[src/rtl/muldiv_pkg.sv]
// Shared definitions for the EX-stage multiply/divide engine:
// opcode encodings, FSM state type and default datapath width.
package muldiv_pkg;

    localparam int DEFAULT_WIDTH = 32;

    localparam logic [1:0] OP_MULTU = 2'b00;
    localparam logic [1:0] OP_MULT  = 2'b01;
    localparam logic [1:0] OP_DIVU  = 2'b10;
    localparam logic [1:0] OP_DIV   = 2'b11;

    typedef enum logic [1:0] {
        IDLE,
        CALC,
        FIX,
        DONE
    } state_t;

    function automatic logic op_is_div(input logic [1:0] op);
        return op[1];
    endfunction

    function automatic logic op_is_signed(input logic [1:0] op);
        return op[0];
    endfunction

endpackage

[src/rtl/muldiv_step.sv]
// One radix-2 iteration: shift-add for multiply, restoring
// trial-subtract for divide, on a shared 2*WIDTH accumulator.
module muldiv_step
    import muldiv_pkg::*;
#(
    parameter int WIDTH = DEFAULT_WIDTH
) (
    input  logic               div,
    input  logic [2*WIDTH-1:0] acc_in,
    input  logic [WIDTH-1:0]   operand,
    output logic [2*WIDTH-1:0] acc_out
);

    logic [WIDTH:0] sum;
    logic [WIDTH:0] trial;
    logic [WIDTH:0] diff;

    // Divide: {rem,quo} shifts left, keep the difference when no borrow.
    // Multiply: add multiplicand on LSB, then shift right with carry.
    always_comb begin
        sum     = '0;
        trial   = '0;
        diff    = '0;
        acc_out = acc_in;
        if (div) begin
            trial = acc_in[2*WIDTH-1:WIDTH-1];
            diff  = trial - {1'b0, operand};
            if (!diff[WIDTH]) begin
                acc_out = {diff[WIDTH-1:0], acc_in[WIDTH-2:0], 1'b1};
            end else begin
                acc_out = {trial[WIDTH-1:0], acc_in[WIDTH-2:0], 1'b0};
            end
        end else begin
            sum = {1'b0, acc_in[2*WIDTH-1:WIDTH]}
                + (acc_in[0] ? {1'b0, operand} : '0);
            acc_out = {sum, acc_in[WIDTH-1:1]};
        end
    end

endmodule

[src/rtl/ex_muldiv_unit.sv]
// Iterative MULT/MULTU/DIV/DIVU engine for the EX stage.
// Stalls the front end via busy_out and holds HI/LO between ops.
module ex_muldiv_unit
    import muldiv_pkg::*;
#(
    parameter int WIDTH = DEFAULT_WIDTH,
    parameter int CNT_W = 6
) (
    input  logic             clk,
    input  logic             rst_n,
    input  logic             start_in,
    input  logic [1:0]       op_in,
    input  logic [WIDTH-1:0] data1_in,
    input  logic [WIDTH-1:0] data2_in,
    input  logic             abort_in,
    output logic             busy_out,
    output logic             done_out,
    output logic [WIDTH-1:0] hi_out,
    output logic [WIDTH-1:0] lo_out,
    output logic             dbz_out
);

    state_t               state;
    logic [CNT_W-1:0]     cnt;
    logic                 div_q;
    logic                 neg_res;
    logic                 neg_a;
    logic [2*WIDTH-1:0]   acc;
    logic [WIDTH-1:0]     opnd;
    logic [2*WIDTH-1:0]   acc_nxt;

    logic                 a_neg;
    logic                 b_neg;
    logic [WIDTH-1:0]     a_mag;
    logic [WIDTH-1:0]     b_mag;
    logic [2*WIDTH-1:0]   prod;
    logic [WIDTH-1:0]     quo;
    logic [WIDTH-1:0]     rem;
    logic                 dbz;

    muldiv_step #(.WIDTH(WIDTH)) u_step (
        .div     (div_q),
        .acc_in  (acc),
        .operand (opnd),
        .acc_out (acc_nxt)
    );

    // Operand magnitudes and signs for the incoming instruction.
    always_comb begin
        a_neg = op_is_signed(op_in) & data1_in[WIDTH-1];
        b_neg = op_is_signed(op_in) & data2_in[WIDTH-1];
        a_mag = a_neg ? -data1_in : data1_in;
        b_mag = b_neg ? -data2_in : data2_in;
    end

    // Sign correction of the finished magnitude result.
    always_comb begin
        prod = neg_res ? -acc : acc;
        quo  = neg_res ? -acc[WIDTH-1:0] : acc[WIDTH-1:0];
        rem  = neg_a ? -acc[2*WIDTH-1:WIDTH] : acc[2*WIDTH-1:WIDTH];
        dbz  = div_q && (opnd == '0);
    end

    assign busy_out = (state != IDLE);

    // Control FSM, iteration counter and result registers.
    always_ff @(posedge clk) begin
        if (!rst_n) begin
            state    <= IDLE;
            cnt      <= '0;
            div_q    <= 1'b0;
            neg_res  <= 1'b0;
            neg_a    <= 1'b0;
            acc      <= '0;
            opnd     <= '0;
            done_out <= 1'b0;
            hi_out   <= '0;
            lo_out   <= '0;
            dbz_out  <= 1'b0;
        end else begin
            done_out <= 1'b0;
            unique case (state)
                IDLE: begin
                    if (start_in && !abort_in) begin
                        state   <= CALC;
                        cnt     <= CNT_W'(WIDTH - 1);
                        div_q   <= op_is_div(op_in);
                        neg_res <= a_neg ^ b_neg;
                        neg_a   <= a_neg;
                        if (op_is_div(op_in)) begin
                            acc  <= {{WIDTH{1'b0}}, a_mag};
                            opnd <= b_mag;
                        end else begin
                            acc  <= {{WIDTH{1'b0}}, b_mag};
                            opnd <= a_mag;
                        end
                    end
                end
                CALC: begin
                    if (abort_in) begin
                        state <= IDLE;
                    end else begin
                        acc <= acc_nxt;
                        if (cnt == '0) begin
                            state <= FIX;
                        end else begin
                            cnt <= cnt - 1'b1;
                        end
                    end
                end
                FIX: begin
                    if (abort_in) begin
                        state <= IDLE;
                    end else begin
                        state    <= DONE;
                        done_out <= 1'b1;
                        dbz_out  <= dbz;
                        if (div_q) begin
                            hi_out <= rem;
                            lo_out <= dbz ? '1 : quo;
                        end else begin
                            hi_out <= prod[2*WIDTH-1:WIDTH];
                            lo_out <= prod[WIDTH-1:0];
                        end
                    end
                end
                DONE: begin
                    state <= IDLE;
                end
                default: begin
                    state <= IDLE;
                end
            endcase
        end
    end

endmodule

[config.mk]
export PLATFORM = sky130hd
export DESIGN_NAME = ex_muldiv_unit
export DESIGN_NICKNAME = d
export VERILOG_FILES = /design/src/rtl/muldiv_pkg.sv /design/src/rtl/muldiv_step.sv /design/src/rtl/ex_muldiv_unit.sv
export SDC_FILE = /design/constraint.sdc
export NUM_CORES = 1
export LEC_CHECK = 0
export CAP_MARGIN = 40
export CELL_PAD_IN_SITES_DETAIL_PLACEMENT = 2
export CELL_PAD_IN_SITES_GLOBAL_PLACEMENT = 2
export CORE_MARGIN = 1.5
export CORE_UTILIZATION = 38
export CTS_BUF_LIST = sky130_fd_sc_hd__clkbuf_4 sky130_fd_sc_hd__clkbuf_8
export CTS_CLUSTER_DIAMETER = 50
export DETAILED_ROUTE_END_ITERATION = 6
export PLACE_DENSITY = 0.95
export SLEW_MARGIN = 20
export SYNTH_ARGS = -nofsm -noshare
export SYNTH_HDL_FRONTEND = slang
export SYNTH_SLANG_ARGS = --single-unit
export TNS_END_PERCENT = 50
[constraint.sdc]
create_clock -name clk -period 5.77 [get_ports clk]
set_clock_uncertainty 0.05 [all_clocks]
set_input_delay 1.4425 -clock clk [delete_from_list [all_inputs] [get_ports clk]]
set_output_delay 1.4425 -clock clk [all_outputs]
set_load 0.1 [all_outputs]
# Word-level counts from Yosys, hierarchy flattened

Index checks and enable logic that the tools add are counted.

Bits in read-only memories: 0
Bits of input ports: 70
Bits in latches: 0
Logic and storage cells: 70
Bits in writable memories: 0
Register bits: 173
Memories: 0
Output and inout bits: 67

Reductions and logical operators: 14
Multiply operators: 0
Divide/modulo/power cells: 0
Bitwise operators: 4
$lt $le $gt $ge: 0
$add $sub $neg: 8
Shift-type cells: 0
Equal/unequal tests: 7
Multiplexer cells: 26

Operators with widths:

| operator                                            | count |
|---|---|
| 2-to-1 mux 32 bit                                   | 10 |
| 2-to-1 mux 64 bit                                   | 5 |
| negator 32 bit                                      | 4 |
| one-hot mux 64 bit (2 select lines)                 | 1 |
| negator 64 bit                                      | 1 |
| adder 32 x 33 -> 33 bit                             | 1 |
| subtractor 33 x 32 -> 33 bit                        | 1 |
| zero test 32 bit                                    | 1 |
| 2-to-1 mux 6 bit                                    | 3 |
| one-hot mux 6 bit (2 select lines)                  | 1 |
| 2-to-1 mux 2 bit                                    | 4 |
| one-hot mux 2 bit (4 select lines)                  | 1 |
| AND reduction 2 bit                                 | 4 |
| zero test 6 bit                                     | 1 |
| != test 2 bit, second input constant                | 3 |
| subtractor 6 x 1 -> 6 bit, second input constant    | 1 |
| equality test 2 bit, second input constant          | 2 |
| AND reduction 4 bit                                 | 1 |
| nonzero test 2 bit                                  | 2 |
| != test 3 bit, second input constant                | 1 |
| AND reduction 3 bit                                 | 1 |
| AND 1 bit                                           | 2 |
| equality test 2 x 1 -> 1 bit, second input constant | 1 |
| logical AND 1 bit                                   | 2 |
| 5 further kinds                                     | 5 |

# Depth between registers and ports, before layout

Gate-level depths: netlist (run 1).

Depth in word-level cells: 5
Mapped depth: 14
Gate-level depth less buffers: 13

# Modules after synthesis

A second synthesis (run 1) with hierarchy kept.

Cells, all modules: 1974
Area, all modules: 14866.8 um2

Modules (own cells, without submodules):

| module         | area each (um2) | instances | seq. area each (um2) | cells each |
|---|---|---|---|---|
| ex_muldiv_unit | 10286.1         | 1         | 3463.3               | 1310 |
| muldiv_step    | 4580.6          | 1         | 0.0                  | 664 |

# Least setup slack after synthesis (run 1)

Ideal clock, no wire load.

Kind: input to register
Start point: input port data1_in[7]
End point: register opnd[28]
Arrival: 3589 ps
Stages: 8
Setup time: 116 ps
Buffers on the path: 0
Path slack: 2015 ps
Required time: 5604 ps
Cells stage by stage: nor4_2 nand3_1 or3_1 or3_1 o31ai_1 xor2_1 a211oi_1 a31o_2

Cells in the longest elaborated chain, start to end: 3

Ends and longest elaborated chain:

| item                 | RTL line             | source |
|---|---|---|
| start, declared      | ex_muldiv_unit.sv:13 | `input logic [WIDTH-1:0] data1_in,` |
| negator 32 bit       | ex_muldiv_unit.sv:52 | `a_mag = a_neg ? -data1_in : data1_in;` |
| 2-to-1 mux 32 bit    | ex_muldiv_unit.sv:52 |  |
| 2-to-1 mux 32 bit    | ex_muldiv_unit.sv:90 | `if (op_is_div(op_in)) begin` |
| end signal, assigned | ex_muldiv_unit.sv:92 | `opnd <= b_mag;` |
| end signal, assigned | ex_muldiv_unit.sv:95 | `opnd <= a_mag;` |
| end, declared        | ex_muldiv_unit.sv:29 | `logic [WIDTH-1:0] opnd;` |

No other way between the ends.
A chain may end at the register's enable or synchronous reset.

# Final worst setup path (run 1)

Start point: register acc[31]
End point: register acc[46]

Cells in the longest elaborated chain, start to end: 5

Ends and longest elaborated chain:

| item                                | RTL line              | source |
|---|---|---|
| start, declared                     | ex_muldiv_unit.sv:28  | `logic [2*WIDTH-1:0] acc;` |
| start signal, assigned              | ex_muldiv_unit.sv:91  | `acc <= {{WIDTH{1'b0}}, a_mag};` |
| start signal, assigned              | ex_muldiv_unit.sv:94  | `acc <= {{WIDTH{1'b0}}, b_mag};` |
| start signal, assigned              | ex_muldiv_unit.sv:103 | `acc <= acc_nxt;` |
| subtractor 33 x 32 -> 33 bit        | muldiv_step.sv:27     | `diff = trial - {1'b0, operand};` |
| 2-to-1 mux 64 bit                   | muldiv_step.sv:28     | `if (!diff[WIDTH]) begin` |
| 2-to-1 mux 64 bit                   | muldiv_step.sv:25     | `if (div) begin` |
| 2-to-1 mux 64 bit                   | ex_muldiv_unit.sv:100 | `if (abort_in) begin` |
| one-hot mux 64 bit (2 select lines) | ex_muldiv_unit.sv:82  | `unique case (state)` |

No other way between the ends. The select of a mux whose other input is x is not followed.

==> results.sh, run 1 <==
export IMPL_p_sw_uw=1540
export IMPL_path_buf_inv=2
export IMPL_synth_edf_count=0
export IMPL_ys_ff_latch=173
export IMPL_remaining_drc_errors=0
export IMPL_tightest_slew_ns=1.49
export IMPL_grt_pass1_wl_um=129000
export IMPL_powerDensity_mw_per_mm2=201
export IMPL_clkPwrFrac_pct=28.6
export IMPL_clkTransAtPathRegs_ns=0.12
export IMPL_slew_viol_final=2
export IMPL_relSlewSlack_pct=-0.527
export IMPL_crit_slowest_cell="or3_1"
export IMPL_path_max_fanout=13
export IMPL_num_rows=70
export IMPL_worstSetupPathType="reg -> reg"
export IMPL_clockRootBuffer="clkbuf_8"
export IMPL_fin_tns_setup_ns=0
export IMPL_wl_per_cell_um=38.2
export IMPL_cts_num_sinks=173
export IMPL_synthCells=1873
export IMPL_intPower_uw=1960
export IMPL_grt_usage_pct=45.5
export IMPL_cts_repair_resized=0
export IMPL_initial_core_util_pct=38.5
export IMPL_hold_violations=0
export IMPL_place_hpwl_um=57100
export IMPL_syn_avg_cell_area_sq_um=7.51
export IMPL_end_kind="flip-flop"
export IMPL_worstSkewPairLatency_ns=0.61
export IMPL_cts_made_buffers=17
export IMPL_area_growth_pct=23.5
export IMPL_required_ns=6.21
export IMPL_cpMostUsedCell="a21oi_1"
export IMPL_critPathLaunchType="flip-flop"
export IMPL_coreArea_sq_mm=0.0365
export IMPL_synth_most_common_cell="o21ai_0"
export IMPL_synthAdderAreaFrac_pct=6.51
export IMPL_vdd_ir_drop_max_mv=0.199
export IMPL_synth_top_area_cell="dfxtp_1"
export IMPL_drt_iter0_drc=1853
export IMPL_synth_top_family_by_area="compound AO/OA/AOI/OAI gates"
export IMPL_muxShareOfSynthArea_pct=5.41
export IMPL_status="finished, violations left"
export IMPL_ctsHoldBuffers=0
export IMPL_cts_tree="yes"
export IMPL_numPortBuffers=136
export IMPL_antenna_found_initial=11
export IMPL_hold_path_class="reg -> reg"
export IMPL_route_antenna_remaining_nets=0
export IMPL_combPwrFrac_pct=33.1
export IMPL_synth_compound_area_share_pct=27.8
export IMPL_ys_top_cells_by_area="dfxtp_1 25%, o21ai_0 6.5%, ha_1 6.2%, xnor2_1 6.0%, a21oi_1 5.5%"
export IMPL_via_count=18400
export IMPL_ys_warn_count=0
export IMPL_setup_slack_ns=0.0352
export IMPL_chipWidth_um=195
export IMPL_layout_drive_gt1_share_pct=8.67
export IMPL_place_gp_congestion=0.974
export IMPL_post_place_ws_ns=0.693
export IMPL_syn_nets=2015
export IMPL_postCtsSetupBuffers=0
export IMPL_synth_area_sq_mm=0.0141
export IMPL_via_per_inst=7.32
export IMPL_synth_xor_area_share_pct=11.0
export IMPL_failed_checks="max-capacitance violations, max-slew violations"
export IMPL_synth_top_area_share_pct=24.6
export IMPL_finalCritPeriodShare_pct=99.4
export IMPL_dieArea_sq_mm=0.0382
export IMPL_setup_violations=0
export IMPL_cp_arrival_ns=6.17
export IMPL_htree_levels=4
export IMPL_synth_seq_area_share_pct=24.6
export IMPL_synthDistinctLibCells=75
export IMPL_hold_ws_ns=0.477
export IMPL_worstPathCellList="inv_1, ha_1, fa_1, nand2b_1, a21oi_1, o21a_1, o2111ai_1, and4_1, or3_1, buf_4, nor2_1, a21oi_1, o21ai_0"
export IMPL_crit_family="simple AND/OR/NAND/NOR gates"
export IMPL_fin_crit_ns=5.73
export IMPL_synthTopCellsByCount="183 x o21ai_0, 173 x dfxtp_1, 172 x nor2_1"
export IMPL_pwr_share_seq_pct=38.3
export IMPL_cap_viol_max_count=2
export IMPL_overflow=0
export IMPL_synth_simple_area_share_pct=20.0
export IMPL_max_stage_delay_ns=0.71
export IMPL_drt_total_wl_um=95800
export IMPL_total_leakage_power_uw=0.00692
export IMPL_rsz0062_at_grt="false"
export IMPL_clockBufferDepth=2
export IMPL_final_net_count=2159
export IMPL_grt_pass1_vias=19200
export IMPL_first_pass_iters=6
export IMPL_io_pins=137
export IMPL_fp_dieH_um=195
export IMPL_synth_async_reset_ratio_pct=0
export IMPL_yosys_most_used_dff="dfxtp_1"
export IMPL_fmax_ghz=0.174
export IMPL_grt_max_degree=81
export IMPL_p_sw_share_pct=44.1
[sequential cells by signal, indices dropped and copies added (netlist names)]
register and count:
acc 64, neg_a 1, cnt 6, dbz_out 1, state 2, hi_out 32, lo_out 32, div_q 1
done_out 1, opnd 32, neg_res 1
[final timing paths]
kind / start / end / slack [ns] / cells after the start
setup / recovery: acc[31] / acc[46] / 0.04 / 13
hold / removal: hi_out[27] / hi_out[27] / 0.48 / 2
setup reg to reg: acc[31] / acc[46] / 0.04 / 13
hold reg to reg: hi_out[27] / hi_out[27] / 0.48 / 2
[area by class of cell]
cell class	count	area, sq um
repair buffers	238	2720
well taps	468	586
diodes	10	25.0
fillers	3969	19100
clock buffers	17	234
multi-input cells	1527	9980
clock inverters	15	153
flip-flops and latches	173	3460
inverters	60	225
[logic make-up after synthesis]
family / Yosys count
buffers and inverters: 173
DFF: 173
xor gates and xnor gates: 177
and+or+nand+nor: 588
muxes: 75
adders and majority gates: 72
AOI/OAI and AO/OA: 615
[layout by cell type, fill, tap and decap left out, drive strengths merged, types with 22 or more instances in the layout]
cell type	instances
o21ai	185
dfxtp	173
nor2	172
nand2	167
a21oi	155
clkdlybuf4s50	134
buf	101
xnor2	97
xor2	80
ha	70
mux2i	67
inv	66
nand3	38
and2	36
nor3	35
o211ai	31
o211a	29
o31ai	27
a211oi	26
a21o	25
a31oi	24
nand2b	22
[tightest hold or removal path, stage by stage (launching register included)]
cell     delay, ns
dfxtp_1       0.34
nand3_1       0.07
o21ai_0       0.07
[metal layers]
metal / up-vias / wire [um] / global-route usage [%]
li1: 7040 / - / -
met1: 8826 / 30900 / 45.6
met2: 1618 / 42500 / 76.9
met3: 860 / 9790 / 12.6
met4: 22 / 12300 / 41.7
met5: - / 249 / 0
[power by group through the flow]
stage	Sequential, uW	Combinational [uW]	Clock, uW
2_1_floorplan	1320	588	0
3_3_place_gp	1330	860	0
3_5_place_dp	1350	973	0
4_1_cts	1330	1040	953
5_1_grt	1340	1180	1020
6_report	1340	1160	1000
[per-stage QoR]
step	power, uW	cell area [sq um]	cells	util, %
after floorplan	1910	14100	1873	-
after global placement	2190	15800	2385	43.2
after detailed placement	2320	16900	2457	46.2
after CTS	3310	17300	2489	47.3
after global routing	3540	17400	2500	47.5
final	3500	17400	2508	47.6
Power figures use the tool's default switching activity.
==> run 2, diff against run 1 <==
- CORE_ASPECT_RATIO: default -> 0.6
- CORE_UTILIZATION: 38 -> 35
- PLACE_DENSITY: 0.95 -> 0.92
- clock period: 5.77 -> 5.96 ns (I/O delays scaled with it)
==> run 2 against run 1 <==
Net effect:
- the run ends with design-rule violations left
- sequential share of layout area decreased by 0.23 points
- non-clock buffer count increased by 4
- power decreased by 7.1%
- first-iteration DRC count decreased by 21%
- count of clock-buffer cells in the layout unchanged
- worst setup slack improved by 1.4 ns
- design area increased by 1.2%
- routed wire length decreased by 24%
- sequential power decreased by 4%
- register-to-register slack improved by 1.4 ns
- critical endpoint is now acc[29]
==> results.sh, run 2 (synthesis results as in run 1) <==
export IMPL_placed_cell_area_sq_mm=0.0170
export IMPL_crit_family="simple AND/OR/NAND/NOR gates"
export IMPL_grt_max_degree=90
export IMPL_drt_total_wl_um=72900
export IMPL_antenna_found_initial=2
export IMPL_place_hpwl_um=55100
export IMPL_vdd_ir_drop_max_mv=0.118
export IMPL_drt_iter0_drc=1464
export IMPL_largest_reg_flops=64
export IMPL_worstPathCellList="clkdlybuf4s50_1, nor4_2, nand3_1, or3_1, or3_1, o41ai_1, xor2_1, nand2_1, o21ai_0, a21oi_1"
export IMPL_layout_drive_gt1_share_pct=8.80
export IMPL_powerDensity_mw_per_mm2=185
export IMPL_fmax_ghz=0.220
export IMPL_hold_path_class="reg -> reg"
export IMPL_grt_usage_pct=34.5
export IMPL_max_stage_delay_ns=0.59
export IMPL_setup_violations=0
export IMPL_fin_area_sq_mm=0.0176
export IMPL_clkTransAtPathRegs_ns=0.12
export IMPL_failed_checks="design-rule violations"
export IMPL_path_buf_inv=1
export IMPL_num_rows=56
export IMPL_chipWidth_um=262
export IMPL_largest_register="acc"
export IMPL_grt_pass1_wl_um=107000
export IMPL_relSlewSlack_pct=39.2
export IMPL_cap_viol_max_count=0
export IMPL_io_pins=137
export IMPL_tightest_slew_ns=0.903
export IMPL_area_growth_pct=25.0
export IMPL_critPathLaunchType="input pin"
export IMPL_fp_dieH_um=158
export IMPL_grt_pass1_vias=16800
export IMPL_first_pass_iters=7
export IMPL_worstSkewPairLatency_ns=0.55
export IMPL_path_max_fanout=6
export IMPL_worstSetupPathType="in -> reg"
export IMPL_clockRootBuffer="clkbuf_8"
export IMPL_route_antenna_remaining_nets=0
export IMPL_cts_made_buffers=17
export IMPL_remaining_drc_errors=14
export IMPL_hold_violations=0
export IMPL_required_ns=6.31
export IMPL_clockBufferDepth=2
export IMPL_cts_tree="yes"
export IMPL_finalCritPeriodShare_pct=76.4
export IMPL_hold_ws_ns=0.459
export IMPL_end_kind="flip-flop"
export IMPL_final_net_count=2163
export IMPL_cts_repair_resized=0
export IMPL_status="finished, violations left"
export IMPL_fin_tns_setup_ns=0
export IMPL_fin_crit_ns=4.55
export IMPL_htree_levels=4
export IMPL_via_per_inst=6.25
export IMPL_p_total_uw=3250
export IMPL_dieArea_sq_mm=0.0415
export IMPL_postCtsSetupBuffers=0
export IMPL_slew_viol_final=0
export IMPL_cp_arrival_ns=4.90
export IMPL_final_common_cell="o21ai_0"
export IMPL_post_route_util_pct=44.7
export IMPL_initial_core_util_pct=35.8
export IMPL_cts_num_sinks=173
export IMPL_wl_per_cell_um=28.5
export IMPL_final_cell_mix="182 x o21ai_0, 172 x dfxtp_1, 171 x nor2_1"
export IMPL_numPortBuffers=136
export IMPL_place_gp_congestion=0.951
export IMPL_ctsHoldBuffers=0
export IMPL_cpMostUsedCell="or3_1"
export IMPL_overflow=0
export IMPL_coreArea_sq_mm=0.0393
export IMPL_rsz0062_at_grt="false"
export IMPL_via_count=16000
export IMPL_crit_slowest_cell="nor4_2"
export IMPL_total_leakage_power_uw=0.00700
[run 2: final timing paths]
path	start	endpoint	slack, ns	cells after the start
max	data1_in[5]	acc[29]	1.41	10
min	hi_out[27]	hi_out[27]	0.46	2
max reg2reg	acc[31]	acc[49]	1.45	13
min reg2reg	hi_out[27]	hi_out[27]	0.46	2
[run 2: tightest hold or removal path: cells and delay by family (launching register included)]
family / cells / cell delay, ns
AO/OA/AOI/OAI: 1 / 0.07
flip-flops: 1 / 0.34
AND/OR/NAND/NOR: 1 / 0.06
[run 2: cell type report]
cell class              count  area (sq um)
clock inverters            15           188
flip-flops and latches    173          3460
inverters                  60           225
fillers                  4368         21700
multi-input cells        1527          9980
repair buffers            242          2840
diodes                      1          2.50
well taps                 522           653
clock buffers              17           234
[run 2: through the flow]
step,cells,setup slack (ns)
6_report,2557,1.41
2_1_floorplan,1873,2.16
3_3_place_gp,2448,1.25
4_1_cts,2550,1.54
5_1_grt,2557,1.24
3_5_place_dp,2518,0.975
[run 2: per-layer routing]
metal	GRT usage, %	routed length, um
met5	0	0
met1	46.8	33100
met2	53.5	32200
met3	8.74	5670
met4	10.7	1860
[run 2: power breakdown]
group / internal [uW] / switching, uW / total (uW)
logic: 353 / 636 / 989
registers: 1200 / 85.7 / 1290
clock network: 361 / 615 / 976
